===== config.mk =====
export PLATFORM = sky130hd
export DESIGN_NAME = wb_ctrl_stage
export DESIGN_NICKNAME = d
export VERILOG_FILES = /design/src/rtl/wb_pkg.sv /design/src/rtl/wb_decode.sv /design/src/rtl/wb_ctrl_stage.sv
export SDC_FILE = /design/constraint.sdc
export NUM_CORES = 1
export LEC_CHECK = 0
export ABC_CLOCK_PERIOD_IN_PS = 2800
export BUFFER_PORTS_ARGS = -buffer_cell sky130_fd_sc_hd__buf_2
export CORE_MARGIN = 5
export CORE_UTILIZATION = 49
export DETAILED_ROUTE_END_ITERATION = 7
export PLACE_DENSITY = 0.95
export RECOVER_POWER = 100
export SYNTH_ARGS = -nofsm -noshare
export SYNTH_HDL_FRONTEND = slang
export SYNTH_SLANG_ARGS = --single-unit

===== constraint.sdc =====
create_clock -name clk -period 2.8 [get_ports clk]
set_input_delay 0.28 -clock clk [delete_from_list [all_inputs] [get_ports clk]]
set_output_delay 0.28 -clock clk [all_outputs]
set_load 0.01 [all_outputs]

===== src/rtl/wb_pkg.sv =====
// ------------------------------------------------------------------
// wb_pkg: opcodes, FSM state type and shared decode helpers for WB.
// Rev 1.0
// ------------------------------------------------------------------
`default_nettype none

package wb_pkg;

  localparam logic [5:0] OP_NOP  = 6'd0;
  localparam logic [5:0] OP_MOV  = 6'd1;
  localparam logic [5:0] OP_LD   = 6'd2;
  localparam logic [5:0] OP_STR  = 6'd3;
  localparam logic [5:0] OP_BEQ  = 6'd4;
  localparam logic [5:0] OP_BNEQ = 6'd5;
  localparam logic [5:0] OP_ALU  = 6'd6;
  localparam logic [5:0] OP_LDI  = 6'd7;
  localparam logic [5:0] OP_STRI = 6'd8;

  typedef enum logic [0:0] {
    ST_IDLE    = 1'b0,
    ST_WAIT_LD = 1'b1
  } wb_state_t;

  // True for every opcode that eventually writes the register file, loads included.
  function automatic logic is_reg_write(input logic [5:0] op);
    return (op == OP_MOV) || (op == OP_LD) || (op == OP_ALU) || (op == OP_LDI);
  endfunction

endpackage

`default_nettype wire


===== src/rtl/wb_decode.sv =====
// ------------------------------------------------------------------
// wb_decode: combinational opcode and destination decoder for WB.
// Rev 1.0
// ------------------------------------------------------------------
`default_nettype none

module wb_decode
  import wb_pkg::*;
#(
  parameter int IR_W  = 64,
  parameter int RA_W  = 6,
  parameter int RD_LO = 12
) (
  input  logic [IR_W-1:0] ir,
  output logic [5:0]      opcode,
  output logic            writes_reg,
  output logic            is_load,
  output logic            is_store,
  output logic            illegal,
  output logic [RA_W-1:0] dest
);

  // Only a few fields of the word matter here.
  logic unused_ir;
  assign unused_ir = ^ir;

  always_comb begin
    opcode     = ir[IR_W-1 -: 6];
    is_load    = (opcode == OP_LD);
    writes_reg = is_reg_write(opcode) && !is_load;
    is_store   = (opcode == OP_STR) || (opcode == OP_STRI);
    illegal    = (opcode > OP_STRI);
    dest       = (opcode == OP_LDI) ? ir[IR_W-7 -: RA_W] : ir[RD_LO +: RA_W];
  end

endmodule

`default_nettype wire


===== src/rtl/wb_ctrl_stage.sv =====
// ------------------------------------------------------------------
// wb_ctrl_stage: registered write-back controller with load stall.
// Rev 1.0
// ------------------------------------------------------------------
`default_nettype none

module wb_ctrl_stage
  import wb_pkg::*;
#(
  parameter int IR_W        = 64,
  parameter int DATA_W      = 64,
  parameter int RA_W        = 6,
  parameter int RD_LO       = 12,
  parameter int LD_TIMEOUT  = 15,
  parameter int ZERO_REG_RO = 1,
  parameter int CNT_W       = 32
) (
  input  logic              clk,
  input  logic              rst_n,
  input  logic              in_valid,
  output logic              in_ready,
  input  logic [IR_W-1:0]   in_ir,
  input  logic [DATA_W-1:0] in_alu_result,
  input  logic              mem_rvalid,
  input  logic [DATA_W-1:0] mem_rdata,
  output logic              rf_we,
  output logic [RA_W-1:0]   rf_waddr,
  output logic [DATA_W-1:0] rf_wdata,
  output logic              mem_we,
  output logic              illegal_op,
  output logic              ld_timeout,
  output logic [CNT_W-1:0]  retire_cnt
);

  localparam int TO_W = $clog2(LD_TIMEOUT + 1);

  wb_state_t         state, state_next;
  logic [TO_W-1:0]   to_cnt;
  logic [RA_W-1:0]   ld_dest;

  logic [5:0]        opcode;
  logic              writes_reg, is_load, is_store, illegal;
  logic [RA_W-1:0]   dest;

  logic              accept;
  logic              do_write, store_pulse, retire, set_illegal, set_timeout;
  logic              load_start, to_inc;
  logic [RA_W-1:0]   write_addr;
  logic [DATA_W-1:0] write_data;

  wb_decode #(
    .IR_W  (IR_W),
    .RA_W  (RA_W),
    .RD_LO (RD_LO)
  ) u_decode (
    .ir         (in_ir),
    .opcode     (opcode),
    .writes_reg (writes_reg),
    .is_load    (is_load),
    .is_store   (is_store),
    .illegal    (illegal),
    .dest       (dest)
  );

  function automatic logic dest_writable(input logic [RA_W-1:0] d);
    return (ZERO_REG_RO == 0) || (d != '0);
  endfunction

  assign in_ready = rst_n && (state == ST_IDLE);
  assign accept   = in_valid && in_ready;

  always_comb begin
    state_next  = state;
    do_write    = 1'b0;
    write_addr  = ld_dest;
    write_data  = mem_rdata;
    store_pulse = 1'b0;
    retire      = 1'b0;
    set_illegal = 1'b0;
    set_timeout = 1'b0;
    load_start  = 1'b0;
    to_inc      = 1'b0;
    case (state)
      ST_IDLE: begin
        if (accept) begin
          if (is_load) begin
            state_next = ST_WAIT_LD;
            load_start = 1'b1;
          end else begin
            write_addr  = dest;
            write_data  = in_alu_result;
            do_write    = writes_reg && dest_writable(dest);
            store_pulse = is_store;
            set_illegal = illegal;
            retire      = !illegal && (opcode != OP_NOP);
          end
        end
      end
      ST_WAIT_LD: begin
        // Data arriving on the last allowed cycle beats the timeout.
        if (mem_rvalid) begin
          do_write   = dest_writable(ld_dest);
          retire     = 1'b1;
          state_next = ST_IDLE;
        end else if (to_cnt == TO_W'(LD_TIMEOUT - 1)) begin
          set_timeout = 1'b1;
          state_next  = ST_IDLE;
        end else begin
          to_inc = 1'b1;
        end
      end
      default: state_next = ST_IDLE;
    endcase
  end

  always_ff @(posedge clk) begin
    if (!rst_n) begin
      state      <= ST_IDLE;
      to_cnt     <= '0;
      ld_dest    <= '0;
      rf_we      <= 1'b0;
      rf_waddr   <= '0;
      rf_wdata   <= '0;
      mem_we     <= 1'b0;
      illegal_op <= 1'b0;
      ld_timeout <= 1'b0;
      retire_cnt <= '0;
    end else begin
      state  <= state_next;
      rf_we  <= do_write;
      mem_we <= store_pulse;
      if (do_write) begin
        rf_waddr <= write_addr;
        rf_wdata <= write_data;
      end
      if (set_illegal) illegal_op <= 1'b1;
      if (set_timeout) ld_timeout <= 1'b1;
      if (retire)      retire_cnt <= retire_cnt + CNT_W'(1);
      if (load_start) begin
        ld_dest <= dest;
        to_cnt  <= '0;
      end else if (to_inc) begin
        to_cnt <= to_cnt + TO_W'(1);
      end
    end
  end

endmodule

`default_nettype wire


# ---- Word-level counts from Yosys, hierarchy flattened
# Index checks and enable logic that the tools add are counted.
dict set report word_totals {
  out_inout_bits 107
  register_bits 117
  inputBits 196
  word_cells 67
}
dict set report classes {
  n_eq_ne 7
  n_bitwise 3
  n_reduce_logical 16
  order_cmp 1
  addsub 2
  muxes 28
}
# operator n
set ops {}
lappend ops {{$mux W64} 3}
lappend ops {{$add A32 B1 Y32 const B} 1}
lappend ops {{$mux W6} 4}
lappend ops {{$mux W1} 18}
lappend ops {{$reduce_bool A6 Y1} 3}
lappend ops {{$eq A6 B2 Y1 const B} 2}
lappend ops {{$eq A6 B3 Y1 const B} 2}
lappend ops {{$eq A6 B1 Y1 const B} 1}
lappend ops {{$eq A6 B4 Y1 const B} 1}
lappend ops {{$gt A6 B4 Y1 const B} 1}
lappend ops {{$pmux W1 S2} 3}
lappend ops {{$logic_and A1 B1 Y1} 5}
lappend ops {{$add A4 B1 Y4 const B} 1}
lappend ops {{$eq A4 B4 Y1 const B} 1}
lappend ops {{$logic_or A1 B1 Y1} 4}
lappend ops {{$reduce_or A4 Y1} 1}
lappend ops {{$not A1 Y1} 3}
lappend ops {{$logic_not A1 Y1} 2}
lappend ops {{$reduce_or A2 Y1} 1}

# ---- Longest topological paths before layout
dict set report logic_depth {
  ltp_word 9
  depth_mapped 8
  depth_no_buf 7
}

# ---- Cells and area by module
# A second synthesis with hierarchy kept.
dict set report unflattened {
  hier_cells 668
  area_unflattened_um2 5358.9
}
# module instances seq_area_each_um2 area_each_um2 cells_each
set by_module_without_submodules {}
lappend by_module_without_submodules {wb_ctrl_stage 1 2342.2 5126.2 641}
lappend by_module_without_submodules {wb_decode 1 0.0 232.7 27}

# ---- Worst setup path before layout
# Ideal clock, no wire load.
dict set report synth_timing {
  path_kind {reg-to-reg}
  startpoint {reg ld_dest[5]}
  endpoint {reg rf_wdata[50]}
  synth_period_minus_slack_ns 1.919
  path_stages_with_launch 9
  n_path_buf 3
  slack_ns 0.881
  t_arrival_ns 1.773
  setup_time_ns 0.146
  required_ns 2.654
  cell_sequence {dfxtp_1 > or4_1 > o31a_1 > a41o_1 > buf_2 > buf_6 > buf_6 > nor2_1 > a211oi_2}
}
dict set report synth_between {
  elab_chain_cells 3
}
# item line_no
set synth_lines {}
lappend synth_lines {{from (decl)} wb_ctrl_stage.sv:39} ;# logic [RA_W-1:0] ld_dest;
lappend synth_lines {{from (signal assigned)} wb_ctrl_stage.sv:140} ;# ld_dest <= dest;
lappend synth_lines {{$reduce_bool A6 Y1} wb_ctrl_stage.sv:66} ;# return (ZERO_REG_RO == 0) || (d != '0);
lappend synth_lines {{$mux W1} wb_ctrl_stage.sv:101} ;# if (mem_rvalid) begin
lappend synth_lines {{$pmux W1 S2} wb_ctrl_stage.sv:83} ;# case (state)
lappend synth_lines {{to (signal assigned)} wb_ctrl_stage.sv:134} ;# rf_wdata <= write_data;
lappend synth_lines {{to (decl)} wb_ctrl_stage.sv:28} ;# output logic [DATA_W-1:0] rf_wdata,
# Every way passes these cells.
# A chain may end at the register's enable or synchronous reset.

# ---- Worst setup path after layout
dict set report layout_timing {
  startpoint {reg state}
  endpoint {reg rf_wdata[32]}
}
dict set report layout_between {
  elab_chain_cells 5
  elab_cells_between_ends 7
  cone_classes {mux: 4; bitwise: 1; reduce/logical: 2}
}
# item line_no
set layout_lines {}
lappend layout_lines {{from (decl)} wb_ctrl_stage.sv:37} ;# wb_state_t state, state_next;
lappend layout_lines {{from (signal assigned)} wb_ctrl_stage.sv:129} ;# state <= state_next;
lappend layout_lines {{$not A1 Y1} --}
lappend layout_lines {{$logic_and A1 B1 Y1} wb_ctrl_stage.sv:69} ;# assign in_ready = rst_n && (state == ST_IDLE);
lappend layout_lines {{$logic_and A1 B1 Y1} wb_ctrl_stage.sv:70} ;# assign accept = in_valid && in_ready;
lappend layout_lines {{$mux W1 / $mux W64 (equally long branches)} wb_ctrl_stage.sv:85} ;# if (accept) begin
lappend layout_lines {{$pmux W1 S2 / $mux W64 (equally long branches)} wb_ctrl_stage.sv:83}
# Parallel ways exist; a longest one is shown, timed or not.

==> impl_results.md <==
- Gr ovfl total: 0
- #FFs+latches synth: 117
- Number of stages on the worst setup path: 6
- Final Util: 65.3%
- Worst Path Required: 3.12 ns
- Fillers: 977
- Initial Util: 50.5%
- Post-CTS setup buffer count: 0
- Status: completed
- Final hold vios: 0
- CP max stage delay: 0.68 ns
- DP HPWL: 12600 µm
- Post-DRT Antenna Nets: 0
- Syn. warnings: 0
- CP Max Fanout: 28
- Worst Clk Skew: 0.00652 ns
- Syn nets: 805
- Crit-path leading delay family: compound AO/OA/AOI/OAI gates
- CTS tree: yes
- WP buf/inv: 1
- Synth Area in Simple Gates: 16.7%
- EDFF count, synth: 0
- Vias in the first global route: 5371
- Least-Margin Pin Slew: 1.47 ns
- Num CTS Buffers: 17
- Cell Pwr Density: 556 nW/µm²
- Max-Cap Viols: 0
- Initial antenna violation count: 0
- Synth cell types: 44
- Total Power: 4180 µW
- Setup TNS Final: 0 ns
- Worst R2R Path Depth: 6
- Type of the worst setup path: flip-flop to flip-flop
- Minimum clock period: 2.43 ns
- Crit path launch: state$_SDFF_PN0_
- Die area: 14200 µm²
- Setup crit end: rf_wdata[32]$_SDFFE_PN0P_
- Setup crit end kind: flip-flop
- Final critical-path share of the clock period: 86.7%
- Post-synthesis mux area share: 12.2%
- DR vias/cell: 5.61
- Worst setup SP type: flip-flop
- Hold Buf Count CTS: 0
- RePlAce Congestion: 0.842
- Die Wd: 119 µm
- DRT Pass-1 Iters: 4
- R2R Setup Slk: 0.37 ns
- Seq/Total Area, Yosys: 40.3%
- WL/cell: 17.2 µm
- Max clock buf depth: 2
- Slowest cell on the critical path: a41o_2
- Vias: 5645
- Top_reg_cell synth: dfxtp_1
- Worst-Skew Late Latency: 0.41 ns
- CP Cell Sequence: nand3b_1, nor3_1, a41o_2, clkbuf_2, nor2_1, a211oi_1
- Unrepaired setup endpoints after global routing: false
- CTS resizes: 0
- Slew margin rel.: 1.97%
- Syn-to-layout area delta: 29.2%
- Clock slew at reported path FFs: 0.05 ns
- P_leak: 0.00280 µW
- Critical R2R Capture: rf_wdata[32]$_SDFFE_PN0P_
- DIE HEIGHT: 119 µm
- First-pass GRT wire length: 27100 µm
- Hold WS: 0.129 ns
- Final setup fails: 0
- Drt total wl: 17300 µm
- Residual DRC count: 0
- Critical Path AT: 2.75 ns
- FMAX: 412 MHz
- Ant. Diodes: 0
- Xor/xnor cell area share of the yosys netlist: 0.753%
- Largest net degree at the start of global routing: 47
- Largest family of logic cells by synthesized area: compound AO/OA/AOI/OAI gates
- Post-synthesis instance total: 606
- Post-Synth Adder-Cell Area: 0.645%
- Fraction of the mapped netlist area in compound gates: 24.1%
- I/O Buffers: 256
- Avg Cell Area, Syn: 9.60 µm²
- Core area: 11500 µm²
- Hold crit path type: primary input to flip-flop
- Post-synth ARST share: 0%
- Starting DRT DRC Count: 283
- Layout cell share with drive strength beyond 1: 27.3%
- I/O Pins: 303
- VDD IR max: 0.339 mV
- Clock sinks: 117
- Reg2Reg Launch Point: state$_SDFF_PN0_
- Root Driver: clkbuf_16
- H-tree depth: 4
- Max-slew violations: 0
- GRT Total Usage: 23.4%
- Post-Syn Area: 5820 µm²
- Final Net Count: 1051
- Core Rows: 39
==> cells in the final DEF, fill, tap and decap left out, types with 7 or more instances in the layout <==
master     count
nand3_1       14
or4_1         15
buf_2        149
mux2i_1       71
o21ai_0       23
inv_1          7
or3_1         15
dfxtp_1      117
a21oi_1       35
nor2_1        95
a211oi_1      33
clkbuf_1     112
a211oi_2      38
nand2_1       21
clkbuf_16     17
o31ai_1       14
==> power breakdown <==
| group | internal, µW | total, µW | switching (µW) |
|---|---|---|---|
| Clock | 1440 | 2150 | 706 |
| Sequential | 1680 | 1690 | 6.51 |
| Combinational | 159 | 346 | 186 |
| Total | 3280 | 4180 | 898 |
==> stage by stage <==
| step | std cells | cell area [µm²] | setup WS (ns) |
|---|---|---|---|
| 2_1_floorplan | 606 | 5820 | 0.881 |
| 3_3_place_gp | 976 | 7230 | 0.549 |
| 3_5_place_dp | 976 | 7230 | 0.476 |
| 4_1_cts | 1006 | 7820 | 0.622 |
| 5_1_grt | 1006 | 7510 | 0.198 |
| 6_report | 1006 | 7510 | 0.372 |
==> tightest hold or removal path: stages <==
cell	delay (ns)
buf_2	0.09
a31oi_1	0.07
nor2_1	0.07
==> per-layer routing <==
layer / routed length, µm / track usage [%] / share of wire, %
met3: 1300 / 6.87 / 7.5
met5: 0 / 0 / 0
met4: 545 / 9.27 / 3.1
met2: 8770 / 41.8 / 51
met1: 6720 / 26.0 / 39
==> logic make-up after synthesis <==
family / count (synthesis)
adder cells (fa/ha/maj): 3
AO/OA/AOI/OAI: 160
buffers and inverters: 54
multiplexers: 71
flip-flops: 117
AND/OR/NAND/NOR: 196
XOR/XNOR: 5
==> final cells by class <==
cell class	instances	area, µm²	area share (%)
timing repair buffer	273	1330	17.7
clock inverter	3	65.1	0.866
inverter	8	32.5	0.433
multi-input combinational	435	3040	40.4
sequential	117	2340	31.2
clock buffer	27	523	6.96
tap	143	179	2.38
==> Yosys cell counts, types with 7 or more instances <==
| cell type | count | share of area, % |
|---|---|---|
| nand3_1 | 14 | 1.2 |
| or4_1 | 15 | 1.9 |
| nand2_1 | 21 | 1.4 |
| dfxtp_1 | 117 | 40 |
| buf_2 | 13 | 1.1 |
| a211oi_2 | 64 | 14 |
| o21ai_0 | 23 | 2.0 |
| o31ai_1 | 14 | 1.8 |
| buf_6 | 10 | 1.9 |
| inv_1 | 8 | 0.52 |
| mux2i_1 | 71 | 12 |
| or3_1 | 15 | 1.6 |
| nor2_1 | 95 | 6.1 |
| clkbuf_1 | 20 | 1.3 |
| a211oi_1 | 7 | 0.90 |
| a21oi_1 | 36 | 3.1 |
==> flip-flops by register name, indices dropped and copies added (netlist names) <==
name / cells
ld_dest: 6
ld_timeout: 1
rf_we: 1
illegal_op: 1
mem_we: 1
rf_waddr: 6
rf_wdata: 64
to_cnt: 4
state: 1
retire_cnt: 32
==> how the worst min path moves through the flow <==
stage | start | endpoint | slack, ns | cells after the start
after floorplan | in_ir[60] | mem_we$_SDFF_PP0_ | 0.35 | 1
after global placement | illegal_op$_SDFFE_PN0P_ | illegal_op$_SDFFE_PN0P_ | 0.45 | 2
after detailed placement | illegal_op$_SDFFE_PN0P_ | illegal_op$_SDFFE_PN0P_ | 0.46 | 2
after CTS | in_ir[60] | mem_we$_SDFF_PP0_ | 0.13 | 2
after global routing | in_ir[60] | mem_we$_SDFF_PP0_ | 0.14 | 2
final | in_valid | illegal_op$_SDFFE_PN0P_ | 0.13 | 3
(Power assumes the default switching activity.)
